==> src/rtl/uart_pkg.sv <==
`default_nettype none
// ============================================================================
// Module      : uart_pkg
// Description : Shared UART types: receive FSM encoding, frame width and the
//               baud tick divider calculation used by both RX and TX paths.
// Revision    : 1.0 - initial release
// ============================================================================
package uart_pkg;

    localparam int DATA_BITS = 8;

    typedef enum logic [2:0] {
        IDLE      = 3'd0,
        START     = 3'd1,
        DATA      = 3'd2,
        PARITY    = 3'd3,
        STOP      = 3'd4,
        WAIT_IDLE = 3'd5
    } uart_state_t;

    // Rounded CLK_HZ / (BAUD * OVERSAMPLE), never below 1.
    function automatic int calc_div(input int clk_hz, input int baud, input int oversample);
        int rate;
        int div;
        rate = baud * oversample;
        div  = (clk_hz + rate / 2) / rate;
        return (div < 1) ? 1 : div;
    endfunction

endpackage
`default_nettype wire

==> src/rtl/uart_rx_fifo.sv <==
`default_nettype none
// ============================================================================
// Module      : uart_rx_fifo
// Description : Synchronous show-ahead byte FIFO; head is visible on dout
//               whenever the FIFO is not empty, 0 otherwise.
// Revision    : 1.0 - initial release
// ============================================================================
module uart_rx_fifo #(
    parameter int DEPTH = 16
) (
    input  logic                   clk,
    input  logic                   reset,
    input  logic                   push,
    input  logic [7:0]             din,
    input  logic                   pop,
    output logic [7:0]             dout,
    output logic                   empty,
    output logic                   full,
    output logic [$clog2(DEPTH):0] count
);

    localparam int              c_AW       = $clog2(DEPTH);
    localparam logic [c_AW:0]   c_DEPTH    = (c_AW + 1)'(DEPTH);
    localparam logic [c_AW:0]   c_CNT_ONE  = (c_AW + 1)'(1);
    localparam logic [c_AW-1:0] c_PTR_ONE  = c_AW'(1);

    logic [7:0]      r_mem [DEPTH];
    logic [c_AW-1:0] r_wr_ptr;
    logic [c_AW-1:0] r_rd_ptr;
    logic [c_AW:0]   r_count;
    logic            w_do_push;
    logic            w_do_pop;

    assign empty     = (r_count == '0);
    assign full      = (r_count == c_DEPTH);
    assign count     = r_count;
    assign dout      = empty ? 8'h00 : r_mem[r_rd_ptr];

    // A pop frees the slot in the same cycle, so a full FIFO still accepts a push alongside it.
    assign w_do_pop  = pop && !empty;
    assign w_do_push = push && (!full || w_do_pop);

    always_ff @(posedge clk) begin
        if (w_do_push) begin
            r_mem[r_wr_ptr] <= din;
        end
    end

    always_ff @(posedge clk or negedge reset) begin
        if (!reset) begin
            r_wr_ptr <= '0;
            r_rd_ptr <= '0;
            r_count  <= '0;
        end else begin
            if (w_do_push) begin
                r_wr_ptr <= r_wr_ptr + c_PTR_ONE;
            end
            if (w_do_pop) begin
                r_rd_ptr <= r_rd_ptr + c_PTR_ONE;
            end
            case ({w_do_push, w_do_pop})
                2'b10:   r_count <= r_count + c_CNT_ONE;
                2'b01:   r_count <= r_count - c_CNT_ONE;
                default: r_count <= r_count;
            endcase
        end
    end

endmodule
`default_nettype wire

==> src/rtl/uart_rx.sv <==
`default_nettype none
// ============================================================================
// Module      : uart_rx
// Description : Oversampling 8N1 UART receiver with show-ahead RX FIFO and
//               sticky error flags. Define UART_RX_PARITY_EN for a parity bit.
// Revision    : 1.0 - initial release
// ============================================================================
module uart_rx
    import uart_pkg::*;
#(
    parameter int CLK_HZ     = 12000000,
    parameter int BAUD       = 115200,
    parameter int OVERSAMPLE = 16,
    parameter int FIFO_DEPTH = 16
) (
    input  logic                        clk,
    input  logic                        reset,
    input  logic                        rx_bit,
    input  logic                        rd_en,
    output logic [7:0]                  rd_data,
    output logic                        rx_empty,
    output logic                        rx_full,
    output logic [$clog2(FIFO_DEPTH):0] rx_count,
    output logic                        overrun,
    output logic                        frame_err,
`ifdef UART_RX_PARITY_EN
    input  logic                        odd_parity,
    output logic                        parity_err,
`endif
    input  logic                        clr_err
);

    localparam int                 c_DIV      = calc_div(CLK_HZ, BAUD, OVERSAMPLE);
    localparam int                 c_DIV_W    = (c_DIV > 1) ? $clog2(c_DIV) : 1;
    localparam int                 c_SC_W     = $clog2(OVERSAMPLE);
    localparam int                 c_MID      = OVERSAMPLE / 2;
    localparam logic [c_DIV_W-1:0] c_DIV_LAST = c_DIV_W'(c_DIV - 1);
    localparam logic [c_DIV_W-1:0] c_DIV_ONE  = c_DIV_W'(1);
    localparam logic [c_SC_W-1:0]  c_SC_ONE   = c_SC_W'(1);
    localparam logic [c_SC_W-1:0]  c_SC_S0    = c_SC_W'(c_MID - 1);
    localparam logic [c_SC_W-1:0]  c_SC_S1    = c_SC_W'(c_MID);
    localparam logic [c_SC_W-1:0]  c_SC_VOTE  = c_SC_W'(c_MID + 1);
    localparam logic [c_SC_W-1:0]  c_SC_LAST  = c_SC_W'(OVERSAMPLE - 1);
    localparam logic [2:0]         c_BIT_LAST = 3'(DATA_BITS - 1);
`ifdef UART_RX_PARITY_EN
    localparam uart_state_t        c_AFTER_DATA = PARITY;
`else
    localparam uart_state_t        c_AFTER_DATA = STOP;
`endif

    uart_state_t          r_state;
    uart_state_t          w_state_nxt;
    logic [1:0]           r_sync;
    logic                 w_rxs;
    logic [c_DIV_W-1:0]   r_div_cnt;
    logic                 w_tick;
    logic [c_SC_W-1:0]    r_sc;
    logic [1:0]           r_samp;
    logic                 w_vote;
    logic                 w_vote_tick;
    logic                 w_wrap;
    logic                 w_start_det;
    logic [2:0]           r_bit_cnt;
    logic [7:0]           r_shift;
    logic                 w_push;
    logic                 w_set_ferr;
    logic                 w_overrun_evt;

    assign w_rxs       = r_sync[1];
    assign w_tick      = (r_div_cnt == c_DIV_LAST);
    assign w_start_det = (r_state == IDLE) && !w_rxs;
    assign w_vote      = (r_samp[0] & r_samp[1]) | (r_samp[0] & w_rxs) | (r_samp[1] & w_rxs);
    assign w_vote_tick = w_tick && (r_sc == c_SC_VOTE);
    assign w_wrap      = w_tick && (r_sc == c_SC_LAST);

    always_ff @(posedge clk or negedge reset) begin
        if (!reset) begin
            r_sync <= 2'b11;
        end else begin
            r_sync <= {r_sync[0], rx_bit};
        end
    end

    // Restarting the divider on the start edge phase-aligns sampling to the frame.
    always_ff @(posedge clk or negedge reset) begin
        if (!reset) begin
            r_div_cnt <= '0;
        end else if (w_start_det || w_tick) begin
            r_div_cnt <= '0;
        end else begin
            r_div_cnt <= r_div_cnt + c_DIV_ONE;
        end
    end

    always_ff @(posedge clk or negedge reset) begin
        if (!reset) begin
            r_sc      <= '0;
            r_samp    <= 2'b11;
            r_bit_cnt <= '0;
            r_shift   <= '0;
        end else begin
            if (w_start_det) begin
                r_sc      <= '0;
                r_bit_cnt <= '0;
            end else begin
                if (w_tick) begin
                    r_sc <= r_sc + c_SC_ONE;
                end
                if (r_state == DATA && w_wrap) begin
                    r_bit_cnt <= r_bit_cnt + 3'd1;
                end
            end
            if (w_tick && r_sc == c_SC_S0) begin
                r_samp[0] <= w_rxs;
            end
            if (w_tick && r_sc == c_SC_S1) begin
                r_samp[1] <= w_rxs;
            end
            if (r_state == DATA && w_vote_tick) begin
                r_shift <= {w_vote, r_shift[7:1]};
            end
        end
    end

`ifdef UART_RX_PARITY_EN
    logic w_par_mismatch;
    logic w_set_perr;
    logic r_par_bad;

    assign w_par_mismatch = (^{r_shift, w_vote}) ^ odd_parity;

    always_ff @(posedge clk or negedge reset) begin
        if (!reset) begin
            r_par_bad  <= 1'b0;
            parity_err <= 1'b0;
        end else begin
            if (w_start_det) begin
                r_par_bad <= 1'b0;
            end else if (w_set_perr) begin
                r_par_bad <= 1'b1;
            end
            if (w_set_perr) begin
                parity_err <= 1'b1;
            end else if (clr_err) begin
                parity_err <= 1'b0;
            end
        end
    end
`endif

    always_ff @(posedge clk or negedge reset) begin
        if (!reset) begin
            r_state <= IDLE;
        end else begin
            r_state <= w_state_nxt;
        end
    end

    always_comb begin
        w_state_nxt = r_state;
        w_push      = 1'b0;
        w_set_ferr  = 1'b0;
`ifdef UART_RX_PARITY_EN
        w_set_perr  = 1'b0;
`endif
        case (r_state)
            IDLE: begin
                if (!w_rxs) begin
                    w_state_nxt = START;
                end
            end
            START: begin
                if (w_vote_tick && w_vote) begin
                    w_state_nxt = IDLE;
                end else if (w_wrap) begin
                    w_state_nxt = DATA;
                end
            end
            DATA: begin
                if (w_wrap && r_bit_cnt == c_BIT_LAST) begin
                    w_state_nxt = c_AFTER_DATA;
                end
            end
            PARITY: begin
`ifdef UART_RX_PARITY_EN
                if (w_vote_tick && w_par_mismatch) begin
                    w_set_perr = 1'b1;
                end
`endif
                if (w_wrap) begin
                    w_state_nxt = STOP;
                end
            end
            STOP: begin
                // Leave at mid-stop so a back-to-back start edge is not missed.
                if (w_vote_tick) begin
                    if (w_vote) begin
`ifdef UART_RX_PARITY_EN
                        w_push = !r_par_bad;
`else
                        w_push = 1'b1;
`endif
                        w_state_nxt = IDLE;
                    end else begin
                        w_set_ferr  = 1'b1;
                        w_state_nxt = WAIT_IDLE;
                    end
                end
            end
            WAIT_IDLE: begin
                if (w_rxs) begin
                    w_state_nxt = IDLE;
                end
            end
            default: w_state_nxt = IDLE;
        endcase
    end

    assign w_overrun_evt = w_push && rx_full && !rd_en;

    always_ff @(posedge clk or negedge reset) begin
        if (!reset) begin
            overrun   <= 1'b0;
            frame_err <= 1'b0;
        end else begin
            if (w_overrun_evt) begin
                overrun <= 1'b1;
            end else if (clr_err) begin
                overrun <= 1'b0;
            end
            if (w_set_ferr) begin
                frame_err <= 1'b1;
            end else if (clr_err) begin
                frame_err <= 1'b0;
            end
        end
    end

    uart_rx_fifo #(
        .DEPTH (FIFO_DEPTH)
    ) u_fifo (
        .clk   (clk),
        .reset (reset),
        .push  (w_push),
        .din   (r_shift),
        .pop   (rd_en),
        .dout  (rd_data),
        .empty (rx_empty),
        .full  (rx_full),
        .count (rx_count)
    );

endmodule
`default_nettype wire

==> config.mk <==
export PLATFORM = sky130hd
export DESIGN_NAME = uart_rx
export DESIGN_NICKNAME = d
export VERILOG_FILES = /design/src/rtl/uart_pkg.sv /design/src/rtl/uart_rx_fifo.sv /design/src/rtl/uart_rx.sv
export SDC_FILE = /design/constraint.sdc
export NUM_CORES = 1
export LEC_CHECK = 0
export ABC_AREA = 1
export CORE_MARGIN = 2
export CORE_UTILIZATION = 39
export DETAILED_ROUTE_END_ITERATION = 8
export PLACE_DENSITY = 0.53
export SYNTH_ARGS = -nofsm -noshare
export SYNTH_HDL_FRONTEND = slang
export SYNTH_SLANG_ARGS = --single-unit
export TNS_END_PERCENT = 30
==> constraint.sdc <==
create_clock -name clk -period 2.1 [get_ports clk]
set_input_delay 0.42 -clock clk [delete_from_list [all_inputs] [get_ports clk]]
set_output_delay 0.42 -clock clk [all_outputs]
set_load 0.01 [all_outputs]
# Yosys cells after proc, flatten, opt, wreduce, memory -nomap -nowiden
# Memory sizes are Yosys's and may differ from the RTL's.
# Index checks and enable logic that the tools add are counted.
[word_totals]
reg_bits = 40
ramBits = 128
inputBits = 5
output_inout_bits = 17
n_memories = 1
[memory_table]
columns = ["memory", "depth", "word_bits", "read_ports", "rd_ports_with_merged_regs", "wr", "line", "text"]
rows = [
  ["u_fifo.r_mem", 16, 8, 1, 0, 1, "uart_rx_fifo.sv:27", "logic [7:0] r_mem [DEPTH];"],
]
[classes]
n_addsub = 7
eq_ne = 20
muxes = 27
n_bitwise = 5
n_reduce_logical = 27
[ops]
columns = ["cell", "n"]
rows = [
  ["2-to-1 mux 3 bit", 11],
  ["one-hot mux 3 bit (6 select lines)", 1],
  ["logical AND 1 bit", 13],
  ["adder 4 x 1 -> 4 bit (second input constant)", 3],
  ["== test 3 bit (second input constant)", 4],
  ["== test 4 bit (second input constant)", 3],
  ["2-to-1 mux 1 bit", 11],
  ["one-hot mux 5 bit (2 select lines)", 1],
  ["nonzero test 2 bit", 5],
  ["2-to-1 mux 4 bit", 2],
  ["2-to-1 mux 8 bit", 1],
  ["!= test 2 bit (second input constant)", 4],
  ["adder 3 x 1 -> 3 bit (second input constant)", 2],
  ["== test 3 x 2 -> 1 bit (second input constant)", 2],
  ["AND reduction 6 bit", 1],
  ["adder 5 x 1 -> 5 bit (second input constant)", 1],
  ["== test 5 bit (second input constant)", 1],
  ["logical NOT 5 bit", 1],
  ["subtractor 5 x 1 -> 5 bit (second input constant)", 1],
  ["== test 4 x 3 -> 1 bit (second input constant)", 1],
  ["logical NOT 1 bit", 4],
  ["bitwise AND 1 bit", 3],
  ["== test 3 x 1 -> 1 bit (second input constant)", 1],
  ["logical NOT 3 bit", 1],
  ["other kinds (6)", 8],
]

# Logic depth before layout (Yosys ltp)
[logic_depth]
depth_word = 9
ltp_mapped = 18

# By module
# Synthesis repeated with hierarchy kept, for this count alone.
[hier_totals]
cells_unflattened = 678
area_unflattened_um2 = 7370.8
[by_module_without_submodules]
columns = ["module", "instances", "cells_per_inst", "area_per_inst_um2", "seq_area_each_um2"]
rows = [
  ["uart_rx_fifo", 1, 527, 6019.5, 4169.0],
  ["uart_rx", 1, 151, 1351.3, 680.7],
]

# Worst setup path before layout
# No wires, ideal clock.
[synth_path]
path_kind = "flip-flop to flip-flop"
start = "register r_sc[1]"
end = "memory u_fifo.r_mem[11][0], enable pin"
t_arrival_ps = 1769
t_required_ps = 1730
setup_slack_ps = -40
stages_incl_launch_ff = 9
synth_period_minus_slack_ps = 2140
path_cell_list = "dfrtp_1 > inv_1 > ha_1 > nand3_1 > nor2_4 > nand3_4 > a21oi_4 > nand2_1 > nor2_1"
[synth_between]
elab_chain_cells = 7
[synth_lines]
columns = ["item", "line", "text"]
rows = [
  ["from (decl)", "uart_rx.sv:57", "logic [c_SC_W-1:0] r_sc;"],
  ["from (signal assigned)", "uart_rx.sv:107", "r_sc <= r_sc + c_SC_ONE;"],
  ["== test 4 bit", "uart_rx.sv:73", "assign w_vote_tick = w_tick && (r_sc == c_SC_VOTE);"],
  ["logical AND 1 bit", "uart_rx.sv:73", ""],
  ["2-to-1 mux 1 bit", "uart_rx.sv:196", "if (w_vote_tick) begin"],
  ["2-to-1 mux 1 bit", "uart_rx.sv:166", "case (r_state)"],
  ["logical AND 1 bit", "uart_rx_fifo.sv:41", "assign w_do_push = push && (!full || w_do_pop);"],
  ["2-to-1 mux 1 bit", "uart_rx_fifo.sv:44", "if (w_do_push) begin"],
  ["2-to-1 mux 1 bit (not written as such)", "uart_rx_fifo.sv:45", "r_mem[r_wr_ptr] <= din;"],
  ["to (decl)", "uart_rx_fifo.sv:27", ""],
]
# Every way passes these cells.

# Worst setup path after layout
[layout_path]
start = "register u_fifo.r_rd_ptr[0]"
end = "output rd_data[4]"
[layout_between]
elab_chain_cells = 2
[layout_lines]
columns = ["item", "line", "text"]
rows = [
  ["from (decl)", "uart_rx_fifo.sv:29", "logic [c_AW-1:0] r_rd_ptr;"],
  ["from (signal assigned)", "uart_rx_fifo.sv:59", "r_rd_ptr <= r_rd_ptr + c_PTR_ONE;"],
  ["memory (16 x 8 bit)", "n/a", ""],
  ["2-to-1 mux 8 bit", "uart_rx_fifo.sv:37", "assign dout = empty ? 8'h00 : r_mem[r_rd_ptr];"],
  ["to (decl)", "uart_rx.sv:20", "output logic [7:0] rd_data,"],
]
# Every way passes these cells.

==> reports/results.ini <==
[flow_run]
maxCapViolations=0

[grt]
grt_pass1_vias=4945
grt_pass1_wl_mm=26.0
antenna_found_initial=0
grt_max_degree=27
grt.total_usage=0.173
overflow=0

[critical_path]
critical_path_arrival_ps=1960
endpoint_kind=output pin
crit_end=rd_data[4]
worstSetupPathDepth=8
worst-r2r-setup-slack_ps=-60
path_buf_inv=4
cp_cell_sequence=buf_12 > buf_4 > clkbuf_16 > nor2_1 > o22ai_1 > o21ai_2 > a21oi_2 > buf_2
crit_family=buffers and inverters
r2r_cells=10
worstPathRequired_ps=1680
cp-start-kind=register
crit_slowest_cell=dfrtp_2
slowest_delay_ps=370
r2r-end=u_fifo.r_mem[5][5]
r2r_start=r_div_cnt[0]
path_max_fanout=10
path_class=reg2out
worstSetupStartpoint=u_fifo.r_rd_ptr[0]

[timing]
rsz0062_at_grt=true
fin_setup_tns_ps=-2970
setup_ws_ps=-284
relSlewSlack=0.553
clock.fmax_mhz=419
period_share=1.14
finalClockSkew_ps=9.73
setup_viol=44
final_hold_viol_count=0
slew_viol_final=0
worstMarginPinSlew_ps=670
fin_crit_ps=2380
hold_ws_ps=358

[placement]
dp_hpwl_mm=10.7
io_buffers=21
gp_congestion=0.863
place_ws_ps=-329

[pwr]
power_uw=11300
power_leakage_uw=0.00384
internal_power_uw=7390
power_frac_comb=0.426
p_clk_frac=0.247
p_sw_uw=3930
pwr_density_cell_nw_per_um2=1210
ir_worst_vdd_uv=745
seq_power_share=0.327
swShare=0.347

[routing]
drt_pass1_iterations=5
wirelength_mm=17.0
drtAntennaViolNets=0
post_drt_wl_per_cell_um=18.0
vias=4973
drt_iter0_drc=355
drc=0
viasPerCell=5.24

[die]
rows=49
core-area_um2=18000
start_util=0.398
die_y_um=139
die_area_um2=19400
fp.dieW_um=139
ioPinCount=22

[clock_network]
cts-buffers-inserted=17
htree_levels=4
path_clk_slew_ps=70
clock-root-buffer=clkbuf_16
clockBufferDepth=2
tritoncts=yes
cts.sinks=168
insertion_delay_ps=420

[synth]
synth_seq_cells=168
yosysWarnings=0
syn-num-nets=634
synth_cell_type_count=36
netlist_area_um2=7150
synthCells=615
yosysSeqAreaShare=0.678
syn_avg_cell_area_um2=11.6

[run_status]
violations=negative setup slack
status=finished, violations left

[final_layout]
drive_above_1_share=0.300
syn_to_final_growth_pct=30.7
antenna_cells=0
fillers=1559
layout.nets=726

[hold_path]
hold_path_class=reg2reg

-- stage by stage --
step / cell area, um^2 / util / instances
detailed placement: 8030 / 0.447 / 896
global route: 9350 / 0.520 / 949
floorplan: 7150 / - / 615
CTS: 8760 / 0.487 / 935
global placement: 8030 / 0.447 / 896
finish: 9350 / 0.520 / 949
-- power by group through the flow --
stage / registers, uW / clock network (uW) / logic [uW]
2_1_floorplan: 3810 / 0 / 2070
3_3_place_gp: 3750 / 0 / 3670
3_5_place_dp: 3760 / 0 / 3710
4_1_cts: 3710 / 2850 / 4090
5_1_grt: 3710 / 3020 / 5230
6_report: 3700 / 2790 / 4820
-- cell usage after synthesis (all sizes together) --
cell type / instances / area, um^2
dfrtp: 36 / 901
nand2: 63 / 277
nor3: 1 / 10.0
mux2: 2 / 22.5
nor3b: 1 / 12.5
clkinv: 2 / 7.51
xnor2: 1 / 8.76
a31oi: 2 / 12.5
nor4: 1 / 6.26
o221ai: 22 / 193
edfxtp: 128 / 3840
nand3: 30 / 178
clkbuf: 21 / 78.8
nor2: 114 / 438
nand4: 3 / 18.8
a21oi: 15 / 86.3
ha: 14 / 175
dfstp: 4 / 105
inv: 44 / 168
buf: 4 / 18.8
o21ai: 87 / 439
o22ai: 12 / 75.1
xor2: 8 / 77.6
-- logic make-up after synthesis --
| family | share of synthesized area |
|---|---|
| fa+ha+maj | 0.0245 |
| mux | 0.00315 |
| xor+xnor | 0.0121 |
| buf+inv | 0.0381 |
| compound gates | 0.113 |
| flops | 0.678 |
| simple gates | 0.131 |
-- how the worst min path moves through the flow --
stage | startpoint | to | slack [ps] | cells past startpoint
after global placement | r_sync[0] | r_sync[1] | 350 | 0
after detailed placement | r_sync[0] | r_sync[1] | 350 | 0
after global routing | r_sync[0] | r_sync[1] | 360 | 0
after floorplan | reset | frame_err | 120 | 0
after CTS | r_sync[0] | r_sync[1] | 360 | 0
final | r_sync[0] | r_sync[1] | 360 | 0
-- registers in the layout, summed over array words and instances (netlist names) --
| name | flops |
|---|---|
| frame_err | 1 |
| overrun | 1 |
| r_bit_cnt | 3 |
| r_div_cnt | 3 |
| r_samp | 2 |
| r_sc | 4 |
| r_shift | 8 |
| r_state | 3 |
| r_sync | 2 |
| u_fifo.count | 5 |
| u_fifo.r_mem | 128 |
| u_fifo.r_rd_ptr | 4 |
| u_fifo.r_wr_ptr | 4 |
-- layout by cell type, fill, tap and decap left out, types with 7 or more instances in the layout --
master	instances
edfxtp_1	128
nor2_1	85
o21ai_0	60
nand2_1	49
buf_4	36
inv_1	35
dfrtp_1	35
nand3_1	24
clkbuf_16	21
nor2_2	19
o221ai_1	19
buf_6	16
o21ai_2	14
o21ai_1	13
buf_12	13
nor2_4	10
a21oi_1	10
ha_1	10
clkdlybuf4s50_1	10
buf_2	9
nand2_2	8
inv_2	7
o22ai_2	7
xor2_1	7
-- layer usage --
metal,GRT usage,routed length [um],vias to the layer above
li1,-,-,2363
met1,0.230,7320,2458
met2,0.287,8640,132
met3,0.0389,848,20
met4,0.0500,231,0
met5,0,0,-
-- layout make-up --
| class | instances | area (um^2) | share of cell area |
|---|---|---|---|
| inverters | 46 | 201 | 0.0216 |
| clock buffers | 17 | 425 | 0.0455 |
| well taps | 229 | 287 | 0.0307 |
| multi-input cells | 376 | 2360 | 0.253 |
| clock inverters | 15 | 104 | 0.0111 |
| flip-flops and latches | 168 | 4850 | 0.519 |
| repair buffers | 98 | 1110 | 0.119 |
-- timing repair --
action | CTS | global route
pin swaps | 17 | 35
endpoints found under the hold margin | 15 | 0
hold buffers | 1 | 0
gates cloned | 3 | 4
gates resized for setup | 72 | 123
endpoints found under the setup margin | 13 | 139
setup buffers | 3 | 12
Note: power is estimated with default switching activity, not from simulation.
